--- src/rtl/ff_sync_filter.sv ---
// Multi-channel CDC synchronizer with per-channel stability filter and
// one-cycle rise/fall/glitch event pulses.

module ff_sync_lane #(
  parameter int   SYNC_REGS     = 3,
  parameter int   FILTER_CYCLES = 4,
  parameter logic RST_BIT       = 1'b0
) (
  input  logic clk_i,
  input  logic rst_i,
  input  logic din,
  output logic dout,
  output logic rise,
  output logic fall,
  output logic glitch
);
  localparam int CW = $clog2(FILTER_CYCLES + 1);
  localparam logic [CW-1:0] LAST = CW'(FILTER_CYCLES - 1);

  (* ASYNC_REG = "TRUE", shreg_extract = "no" *)
  logic [SYNC_REGS-1:0] sync_r;
  logic [CW-1:0]        cnt;
  logic                 s;

  assign s = sync_r[SYNC_REGS-1];

  always_ff @(posedge clk_i) begin
    if (rst_i) begin
      sync_r <= {SYNC_REGS{RST_BIT}};
      dout   <= RST_BIT;
      cnt    <= '0;
      rise   <= 1'b0;
      fall   <= 1'b0;
      glitch <= 1'b0;
    end else begin
      sync_r <= {sync_r[SYNC_REGS-2:0], din};
      rise   <= 1'b0;
      fall   <= 1'b0;
      glitch <= 1'b0;
      if (s == dout) begin
        // Level fell back before acceptance: a pending candidate is dropped.
        cnt    <= '0;
        glitch <= (cnt != '0);
      end else if (cnt == LAST) begin
        dout <= s;
        cnt  <= '0;
        rise <= s;
        fall <= ~s;
      end else begin
        cnt <= cnt + CW'(1);
      end
    end
  end
endmodule

module ff_sync_filter #(
  parameter int                 CHANNELS      = 8,
  parameter int                 SYNC_REGS     = 3,
  parameter int                 FILTER_CYCLES = 4,
  parameter logic [CHANNELS-1:0] RESET_VAL    = '0
) (
  input  logic                clk_i,
  input  logic                rst_i,
  input  logic [CHANNELS-1:0] data_i,
  output logic [CHANNELS-1:0] data_o,
  output logic [CHANNELS-1:0] rise_o,
  output logic [CHANNELS-1:0] fall_o,
  output logic [CHANNELS-1:0] glitch_o
);
  if (CHANNELS < 1) begin : g_bad_ch
    $error("ff_sync_filter: CHANNELS must be >= 1");
  end
  if (SYNC_REGS < 2) begin : g_bad_sync
    $error("ff_sync_filter: SYNC_REGS must be >= 2");
  end
  if (FILTER_CYCLES < 1) begin : g_bad_filt
    $error("ff_sync_filter: FILTER_CYCLES must be >= 1");
  end

  for (genvar i = 0; i < CHANNELS; i++) begin : g_ch
    ff_sync_lane #(
      .SYNC_REGS    (SYNC_REGS),
      .FILTER_CYCLES(FILTER_CYCLES),
      .RST_BIT      (RESET_VAL[i])
    ) u_lane (
      .clk_i (clk_i),
      .rst_i (rst_i),
      .din   (data_i[i]),
      .dout  (data_o[i]),
      .rise  (rise_o[i]),
      .fall  (fall_o[i]),
      .glitch(glitch_o[i])
    );
  end
endmodule

--- config.mk ---
export PLATFORM = sky130hd
export DESIGN_NAME = ff_sync_filter
export DESIGN_NICKNAME = d
export VERILOG_FILES = /design/src/rtl/ff_sync_filter.sv
export SDC_FILE = /design/constraint.sdc
export NUM_CORES = 1
export LEC_CHECK = 0
export ABC_AREA = 1
export BUFFER_PORTS_ARGS = -buffer_cell sky130_fd_sc_hd__buf_2
export CAP_MARGIN = 10
export CORE_MARGIN = 8
export CORE_UTILIZATION = 35
export DETAILED_ROUTE_END_ITERATION = 8
export PLACE_DENSITY = 0.63
export SLEW_MARGIN = 10
export SYNTH_ARGS = -nofsm -noshare
export SYNTH_HDL_FRONTEND = slang
export SYNTH_SLANG_ARGS = --single-unit
--- constraint.sdc ---
create_clock -name clk_i -period 1.7 [get_ports clk_i]
set_input_delay 0 -clock clk_i [delete_from_list [all_inputs] [get_ports clk_i]]
set_output_delay 0 -clock clk_i [all_outputs]
set_load 0.02 [all_outputs]
---- Word-level counts from Yosys, hierarchy flattened ----
Index checks and enable logic that the tools add are counted.
word-level totals
  bits of input ports ..................... 10
  logic and storage cells ................. 136
  output and inout bits ................... 32
  flip-flop bits (word level) ............. 80
cells by class
  equality and inequality tests ........... 16
  add/subtract/negate cells ............... 8
  reductions and logical operators ........ 40
  bitwise logic cells ..................... 24
operators with widths
  operator               count
  $reduce_or A3 Y1       16
  $add A3 B1 Y3 const B  8
  $eq A3 B2 Y1 const B   8
  $not A1 Y1             24
  $reduce_bool A3 Y1     8
  $reduce_and A2 Y1      8
  $reduce_or A2 Y1       8
  $eq A1 B1 Y1           8

---- Longest topological paths before layout ----
Gate-level depths: netlist (run 1).
  word-level depth ........................ 3
  mapped depth ............................ 5
  gate-level depth less buffers ........... 5

---- Hierarchy ----
A second synthesis (run 1) with hierarchy kept.
second synthesis, totals
  cell total of the unflattened synthesis .. 336
  area, all modules ....................... 2902.8 sq um
by module, submodules not included
  module        cells an instance  seq. area each (sq um)  area each (sq um)  instances
  ff_sync_lane  42                 200.2                   362.8              8

---- Worst setup path after synthesis (run 1) ----
OpenSTA, ideal clock, no wires.
  path type ............................... register to register
  from .................................... register g_ch[0].u_lane.cnt[0]
  to ...................................... register g_ch[0].u_lane.cnt[0]
  slack ................................... 625 ps
  required time ........................... 1636 ps
  clock period less this slack ............ 1075 ps
  cell stages (with the launch flop) ...... 6
  path buffers ............................ 0
  setup time .............................. 64 ps
  arrival time ............................ 1011 ps
  cells stage by stage .................... dfxtp_1 ha_1 ha_1 nor2_4 nand3_2 nor2_1
on the way
  cells in the longest elaborated chain, start to end .. 2
  elaborated cells on any way between the ends .. 3
  those cells by class .................... add/sub: 1; eq/ne: 1; reduce/logical: 1
RTL lines
  what                                                   RTL line  RTL
  start: declaration                                     22        logic [CW-1:0] cnt;
  start signal: assignment                               50        cnt <= cnt + CW'(1);
  branches (longest 2 deep; another with $add A3 B1 Y3)  --
Several ways; the timed one is not identified.
A chain may end at the register's enable or synchronous reset.

---- Final worst setup path (run 1) ----
  from .................................... register g_ch[7].u_lane.cnt[0]
  to ...................................... register g_ch[7].u_lane.cnt[0]
on the way
  cells in the longest elaborated chain, start to end .. 2
  elaborated cells on any way between the ends .. 3
  those cells by class .................... add/sub: 1; eq/ne: 1; reduce/logical: 1
RTL lines
  what                                                   RTL line
  start: declaration                                     22
  start signal: assignment                               50
  branches (longest 2 deep; another with $add A3 B1 Y3)  --
Several ways; the timed one is not identified.

==> reports/results.txt, run 1 <==
Setup TNS - 0 ps
Crit path required time - 1980 ps
Syn_nets - 408
Pleak - 1.64 nW
Final Core Density - 38.8%
Clock Skews - 4.96 ps
Area share of the leading cell type in the synthesized netlist - 49.4%
Pin count of the biggest net entering global routing - 25
ANT cells - 0
Final setup viols - 0
Worst path max stage delay - 330 ps
Vias/cell - 4.03
I/O pin count - 42
Slew headroom - 69.0%
DRT iter0 DRCs - 24
Hold violation count in the final report - 0
CTS hold repair buffers - 8
Avg WL per Cell - 9.32 µm
# nets final - 432
Syn Std Cell Area - 0.00324 mm²
Final Critical Period - 1200 ps
Maximum capacitance violations - 0
Clk buf depth - 2
Crit-path most repeated cell - ha_1
Clk slew on worst S/H paths - 80 ps
Port Buffer Count - 41
Mean Syn Cell Area - 8.66 µm²
Crit path max-delay family - adder cells
Synth cell types - 17
GRT Overall Usage - 8.37%
Root Buffer - clkbuf_8
Leading area contributor after synthesis - dfxtp_1
Vias - 2070
Most frequent cells in the layout - inv_1, dfxtp_1, nor2_1
Inst Count DP - 490
Power Dens Cells - 939 mW/mm²
CTS H-tree lvls - 3
Starting Density - 35.6%
Synthesized instance count - 374
Fin. max-slew vios - 0
Post-synthesis sequential area ratio - 49.4%
Endpoint type of the worst setup path - flip-flop
Final wirelength - 4.79 mm
Layout cells sized above 1 - 18.9%
Crit path DAT - 1480 ps
Antenna viol nets, final - 0
Total gr overflow - 0
FP Rows - 35
CTS tree - built
Yosys warnings - 0
Synth top area cells - dfxtp_1, ha_1, inv_1
Buffers and inverters on the worst path - 0
Worst setup path category - reg -> reg
DR DRC count - 0
Full die area - 0.0126 mm²
DRT Pass-1 Iters - 4
Overall power - 0.00332 W
Worst Setup Start Kind - flip-flop
TritonCTS Buffers - 9
Fillers - 932
Die width - 112 µm
Fin cells - 514
Peak VDD IR - 0.300 mV
Area Growth Syn to Fin - 9.19%
Crit-path max FO - 4
Worst-skew pair later-pin latency - 340 ps
Placed inst area - 0.00328 mm²
Crit path cell chain - ha_1 -> ha_1 -> nor2_4 -> nand3_2 -> nor2_1
CTS sink cnt - 80
Initial antenna violation count - 0
First-pass GRT wire length - 8.58 mm
Worst path slowest cell - dfxtp_1
RSZ-0062 raised after global routing - no
Final instance area - 0.00354 mm²
Vias in the first global route - 2027
Worst slew pin tran - 464 ps
Status - completed
Die height - 112 µm
Fmax - 832 MHz
Ratio of final minimum period to clock period - 70.7%
Post-CTS Setup Inserts - 0
Resized Gates After CTS - 0
Core area - 0.00911 mm²
Routability Congestion - 0.767
Yosys reg bits - 80
Hold Path Class - in -> reg
Dpl hpwl - 3.49 mm
[area by class of cell]
type	instances	area [µm²]	share of cell area (%)
Timing Repair Buffer	50	293	8.27
Tap cell	111	139	3.93
Multi-Input combinational cell	176	1020	28.9
Clock inverter	4	45.0	1.27
Sequential cell	80	1600	45.3
Clock buffer	12	135	3.82
Inverter	81	304	8.59
[logic make-up (layout without fill, tap and decap cells)]
kind of cell | Yosys count | in the layout | synth area share [%]
compound gates | 16 | 16 | 2.47
buf+inv | 118 | 147 | 19.1
flops | 80 | 80 | 49.4
simple gates | 136 | 136 | 19.8
fa+ha+maj | 24 | 24 | 9.27
[power breakdown]
group	internal [W]	leakage, nW	total, W	switching [W]
Sequential	0.00190	0.649	0.00191	0.0000125
Combinational	0.0000427	0.895	0.000103	0.0000606
Clock	0.000674	0.0941	0.00131	0.000634
Total	0.00262	1.64	0.00332	0.000707
[layer usage]
metal / up-vias / part of all wire [%] / global-route usage, %
li1: 1121 / - / -
met1: 901 / 46 / 8.68
met2: 36 / 47 / 14.3
met5: - / 0 / 0
met4: 0 / 2.8 / 5.31
met3: 12 / 4.2 / 2.90
[per-stage QoR]
step | setup slack (ps) | hold slack, ps
3_5_place_dp | 512 | 208
6_report | 498 | 73.9
2_1_floorplan | 625 | 107
4_1_cts | 489 | 66.8
5_1_grt | 382 | 103
3_3_place_gp | 547 | 201
[Yosys cell counts (all sizes together)]
cell,count
nand2,40
dfxtp,80
o21ai,8
nor3,16
inv,81
nor2,72
buf,37
ha,24
nand3,8
a21oi,8
[flip-flops by register name, summed over array words and instances, names as in the netlist]
| register | cells |
|---|---|
| g_ch.u_lane.cnt | 24 |
| g_ch.u_lane.fall | 8 |
| g_ch.u_lane.sync_r | 24 |
| g_ch.u_lane.glitch | 8 |
| g_ch.u_lane.rise | 8 |
| g_ch.u_lane.dout | 8 |
[worst paths after layout]
check                                        endpoint                                start  slack (ps)  cells past startpoint
hold / removal    g_ch[3].u_lane.sync_r[1]$_SDFF_PP0_                                rst_i          70                      2
setup reg to reg     g_ch[7].u_lane.cnt[0]$_SDFF_PP0_     g_ch[7].u_lane.cnt[0]$_SDFF_PP0_         500                      5
hold reg to reg   g_ch[1].u_lane.sync_r[1]$_SDFF_PP0_  g_ch[1].u_lane.sync_r[0]$_SDFF_PP0_         400                      2
setup / recovery     g_ch[7].u_lane.cnt[0]$_SDFF_PP0_     g_ch[7].u_lane.cnt[0]$_SDFF_PP0_         500                      5
No activity file was read; power rests on OpenSTA's default activity.
==> inputs of run 2 (changes only) <==
- clock period: 1.7 -> 1.2 ns (I/O delays scaled with it)
==> run 2 against run 1 <==
Effect of this change:
- maximum frequency up 6.3%
- worst setup slack worse by 430 ps
- design area up 2.2%
- via count grew 0.14%
- largest power group unchanged
- largest cell class unchanged
- highest routed layer unchanged
==> reports/results.txt, run 2 (same netlist as run 1, synthesis figures left out) <==
Area Growth Syn to Fin - 11.5%
TritonCTS Buffers - 9
Ratio of final minimum period to clock period - 94.2%
Most frequent cells in the layout - inv_1, dfxtp_1, nor2_1
Slew headroom - 82.2%
Setup TNS - 0 ps
Crit-path max FO - 4
Fmax - 884 MHz
CTS H-tree lvls - 3
Antenna viol nets, final - 0
Most common cell after layout, fill and taps aside - inv_1
Clk slew on worst S/H paths - 70 ps
Hold slack - 400 ps
CTS tree - built
Final Critical Period - 1130 ps
Pin count of the biggest net entering global routing - 25
Final Core Density - 39.7%
DRT iter0 DRCs - 30
Worst slew pin tran - 268 ps
Clk buf depth - 2
CTS sink cnt - 80
Hold Path Class - reg -> reg
Vias in the first global route - 1999
Worst-skew pair later-pin latency - 330 ps
Routability Congestion - 0.757
Hold violation count in the final report - 0
Crit path required time - 1470 ps
Maximum capacitance violations - 0
Total gr overflow - 0
Avg WL per Cell - 9.21 µm
Die width - 112 µm
Worst Setup Start Kind - flip-flop
GRT Overall Usage - 8.14%
Initial antenna violation count - 0
DRT Pass-1 Iters - 3
Root Buffer - clkbuf_8
Final setup viols - 0
DR DRC count - 0
Crit path DAT - 1400 ps
Setup WS post-layout - 69.1 ps
RSZ-0062 raised after global routing - no
Dpl hpwl - 3.54 mm
Clock Skews - 4.78 ps
Vias - 2073
Port Buffer Count - 41
# nets final - 435
Status - completed
Full die area - 0.0126 mm²
Endpoint type of the worst setup path - flip-flop
Worst setup path category - reg -> reg
ANT cells - 0
Pleak - 1.64 nW
Pre-CTS WS - 15.0 ps
Core area - 0.00911 mm²
Fillers - 926
FP Rows - 35
Final wirelength - 4.75 mm
Regs by FF count - g_ch.u_lane.cnt x24, g_ch.u_lane.sync_r x24
Peak VDD IR - 0.529 mV
I/O pin count - 42
Layout cells sized above 1 - 23.2%
Vias/cell - 4.02
Starting Density - 35.6%
Die height - 112 µm
Fin. max-slew vios - 0
First-pass GRT wire length - 8.34 mm
Power Dens Cells - 1310 mW/mm²
==> run 2: cell count changes in the layout (fill, tap and decap cells not counted), sizes merged <==
cell	previous run	this run
buf	42	44
clkinv	3	1
dlygate4sd3	8	9
clkinvlp	0	1
==> run 2: cell type report <==
class | count | area [µm²] | area share (%)
Timing Repair Buffer | 53 | 318 | 8.79
Tap cell | 111 | 139 | 3.84
Clock buffer | 12 | 145 | 4.02
Sequential cell | 80 | 1610 | 44.4
Inverter | 81 | 307 | 8.48
Clock inverter | 3 | 42.5 | 1.18
Multi-Input combinational cell | 176 | 1060 | 29.3
==> run 2: power by group <==
| group | switching, W | total [W] | internal, W |
|---|---|---|---|
| Clock | 0.000873 | 0.00188 | 0.00101 |
| Combinational | 0.0000898 | 0.000157 | 0.0000670 |
| Sequential | 0.0000179 | 0.00271 | 0.00269 |
| Total | 0.000981 | 0.00475 | 0.00377 |
==> run 2: routing by layer <==
layer | routed length [µm] | up-vias | global-route usage, %
li1 | - | 1122 | -
met1 | 2160 | 912 | 8.28
met2 | 2240 | 32 | 13.8
met3 | 281 | 7 | 3.33
met4 | 71 | 0 | 4.86
met5 | 0 | - | 0
==> run 2: stage by stage <==
step           instance area, µm²  cells  power (W)
3_5_place_dp                 3290    491    0.00291
2_1_floorplan                3240    374    0.00288
5_1_grt                      3610    516    0.00497
4_1_cts                      3570    515    0.00485
6_report                     3610    516    0.00475
3_3_place_gp                 3290    491    0.00290
==> run 2: path summary, 6_finish.rpt <==
kind / start / endpoint / slack, ps / cells after the start
max: g_ch[0].u_lane.cnt[0]$_SDFF_PP0_ / g_ch[0].u_lane.cnt[1]$_SDFF_PP0_ / 70 / 5
min: g_ch[1].u_lane.sync_r[1]$_SDFF_PP0_ / g_ch[1].u_lane.sync_r[2]$_SDFF_PP0_ / 400 / 2
max reg2reg: g_ch[0].u_lane.cnt[0]$_SDFF_PP0_ / g_ch[0].u_lane.cnt[1]$_SDFF_PP0_ / 70 / 5
min reg2reg: g_ch[1].u_lane.sync_r[1]$_SDFF_PP0_ / g_ch[1].u_lane.sync_r[2]$_SDFF_PP0_ / 400 / 2
==> run 2: what timing repair did <==
action / CTS / global route
resized for setup: 2 / 16
pin swaps: 0 / 9
endpoints found under the hold margin: 9 / 0
setup endpoints to repair: 3 / 27
hold buffers: 9 / 0
setup buffers: 0 / 1
==> run 2: worst max-delay path: stages (launching register included) <==
cell and delay (ps):
dfxtp_1 330, ha_1 210, ha_2 230, nor2_4 120, nand3_2 100, nor2_1 100
==> inputs of run 3 (changes only) <==
- CORE_UTILIZATION: 35 -> 38
- PLACE_DENSITY: 0.63 -> 0.66
==> run 3 against run 2 <==
Effect of this change:
- sequential share of layout area rose by 0.60 points
- combinational power decreased by 3%
- die area is 6.8% lower
- total power fell by 6.7%
- critical endpoint is now g_ch[6].u_lane.cnt[2]$_SDFF_PP0_
==> reports/results.txt, run 3 (same netlist as run 1, synthesis figures left out) <==
Worst setup path category - reg -> reg
Vias - 2122
Clk buf depth - 2
Crit path DAT - 1400 ps
Fin. max-slew vios - 0
Peak VDD IR - 0.595 mV
DR DRC count - 0
M3 GR Usage - 3.87%
Pleak - 1.62 nW
Routability Congestion - 0.748
Vias in the first global route - 2038
Port Buffer Count - 41
I/O pin count - 42
ANT cells - 0
Antenna viol nets, final - 0
Final wirelength - 4.96 mm
Routing usage on met1 - 8.84%
Global routing usage on met2 - 15.6%
Avg WL per Cell - 9.77 µm
Most frequent cells in the layout - inv_1, dfxtp_1, nor2_1
Endpoint type of the worst setup path - flip-flop
Die width - 108 µm
Hold violation count in the final report - 0
GRT Overall Usage - 8.95%
Final setup viols - 0
Worst slew pin tran - 454 ps
RR Startpoint - g_ch[6].u_lane.cnt[0]$_SDFF_PP0_
Crit path required time - 1480 ps
CTS sink cnt - 80
Busiest grt layer - met2
Clock Skews - 9.61 ps
Min-delay src - rst_i
Worst Setup Start Kind - flip-flop
Slew headroom - 69.7%
Power Dens Cells - 1240 mW/mm²
Pin count of the biggest net entering global routing - 25
Maximum capacitance violations - 0
# nets final - 435
Clk slew on worst S/H paths - 70 ps
Status - completed
Final instance area - 0.00356 mm²
Fmax - 889 MHz
Ratio of final minimum period to clock period - 93.7%
Overall power - 0.00443 W
Dpl hpwl - 3.50 mm
Crit-path max FO - 4
Root Buffer - clkbuf_8
DRT iter0 DRCs - 50
TritonCTS Buffers - 9
First-pass GRT wire length - 8.36 mm
Hold Path Class - in -> reg
Regs by FF count - g_ch.u_lane.cnt x24, g_ch.u_lane.sync_r x24
DRT Pass-1 Iters - 3
Vias/cell - 4.18
Placed inst area - 0.00328 mm²
Die height - 108 µm
Most common cell after layout, fill and taps aside - inv_1
Full die area - 0.0117 mm²
CTS tree - built
CTS H-tree lvls - 3
Starting Density - 39.2%
FP Rows - 33
Final Critical Period - 1120 ps
Layout cells sized above 1 - 22.3%
Final Core Density - 43.1%
Core area - 0.00826 mm²
Critical path origin - g_ch[6].u_lane.cnt[0]$_SDFF_PP0_
Area Growth Syn to Fin - 9.88%
Total gr overflow - 0
Initial antenna violation count - 0
Worst-skew pair later-pin latency - 340 ps
## run 3: per-layer routing
| layer | wire length (µm) | up-vias |
|---|---|---|
| li1 | - | 1118 |
| met1 | 2170 | 961 |
| met2 | 2410 | 32 |
| met3 | 297 | 11 |
| met4 | 81 | 0 |
| met5 | 0 | - |
## run 3: what timing repair did
action,CTS,global route
endpoints found under the hold margin,8,0
hold buffers,8,0
setup endpoints to repair,2,28
gates resized for setup,1,13
pin swaps,1,5
setup buffers,0,2
## run 3: worst paths after layout
kind / cells after the start / endpoint / slack (ps)
worst min-delay path: 4 / g_ch[3].u_lane.cnt[1]$_SDFF_PP0_ / 90
worst max register to register: 5 / g_ch[6].u_lane.cnt[2]$_SDFF_PP0_ / 80
worst min register to register: 2 / g_ch[6].u_lane.sync_r[2]$_SDFF_PP0_ / 400
worst max-delay path: 5 / g_ch[6].u_lane.cnt[2]$_SDFF_PP0_ / 80
## run 3: final cells by class
| type | instances | area, µm² |
|---|---|---|
| clock buffers | 11 | 131 |
| clock inverters | 2 | 10.0 |
| fillers | 813 | 4700 |
| inverters | 81 | 304 |
| multi-input cells | 176 | 1070 |
| flip-flops and latches | 80 | 1600 |
| well taps | 105 | 131 |
| repair buffers | 53 | 315 |
## run 3: per-stage QoR
stage               setup WS [ps]  setup TNS [ps]  hold slack (ps)  std cells
floorplan                     125               0              107        374
global placement             59.5               0              206        485
detailed placement           1.55               0              210        485
CTS                         0.724               0             94.4        506
global route                -18.9           -21.0              103        508
finish                       75.4               0             89.9        508
## run 3: critical path, stage by stage (launching register included)
cell	delay [ps]
dfxtp_2	330
ha_1	190
ha_2	190
nor2_1	110
nand3_1	120
nor2_1	120
## run 3: power by group
part | switching (W) | total, W | internal [W]
Combinational | 0.0000890 | 0.000153 | 0.0000644
Sequential | 0.0000184 | 0.00271 | 0.00269
Clock | 0.000854 | 0.00157 | 0.000711
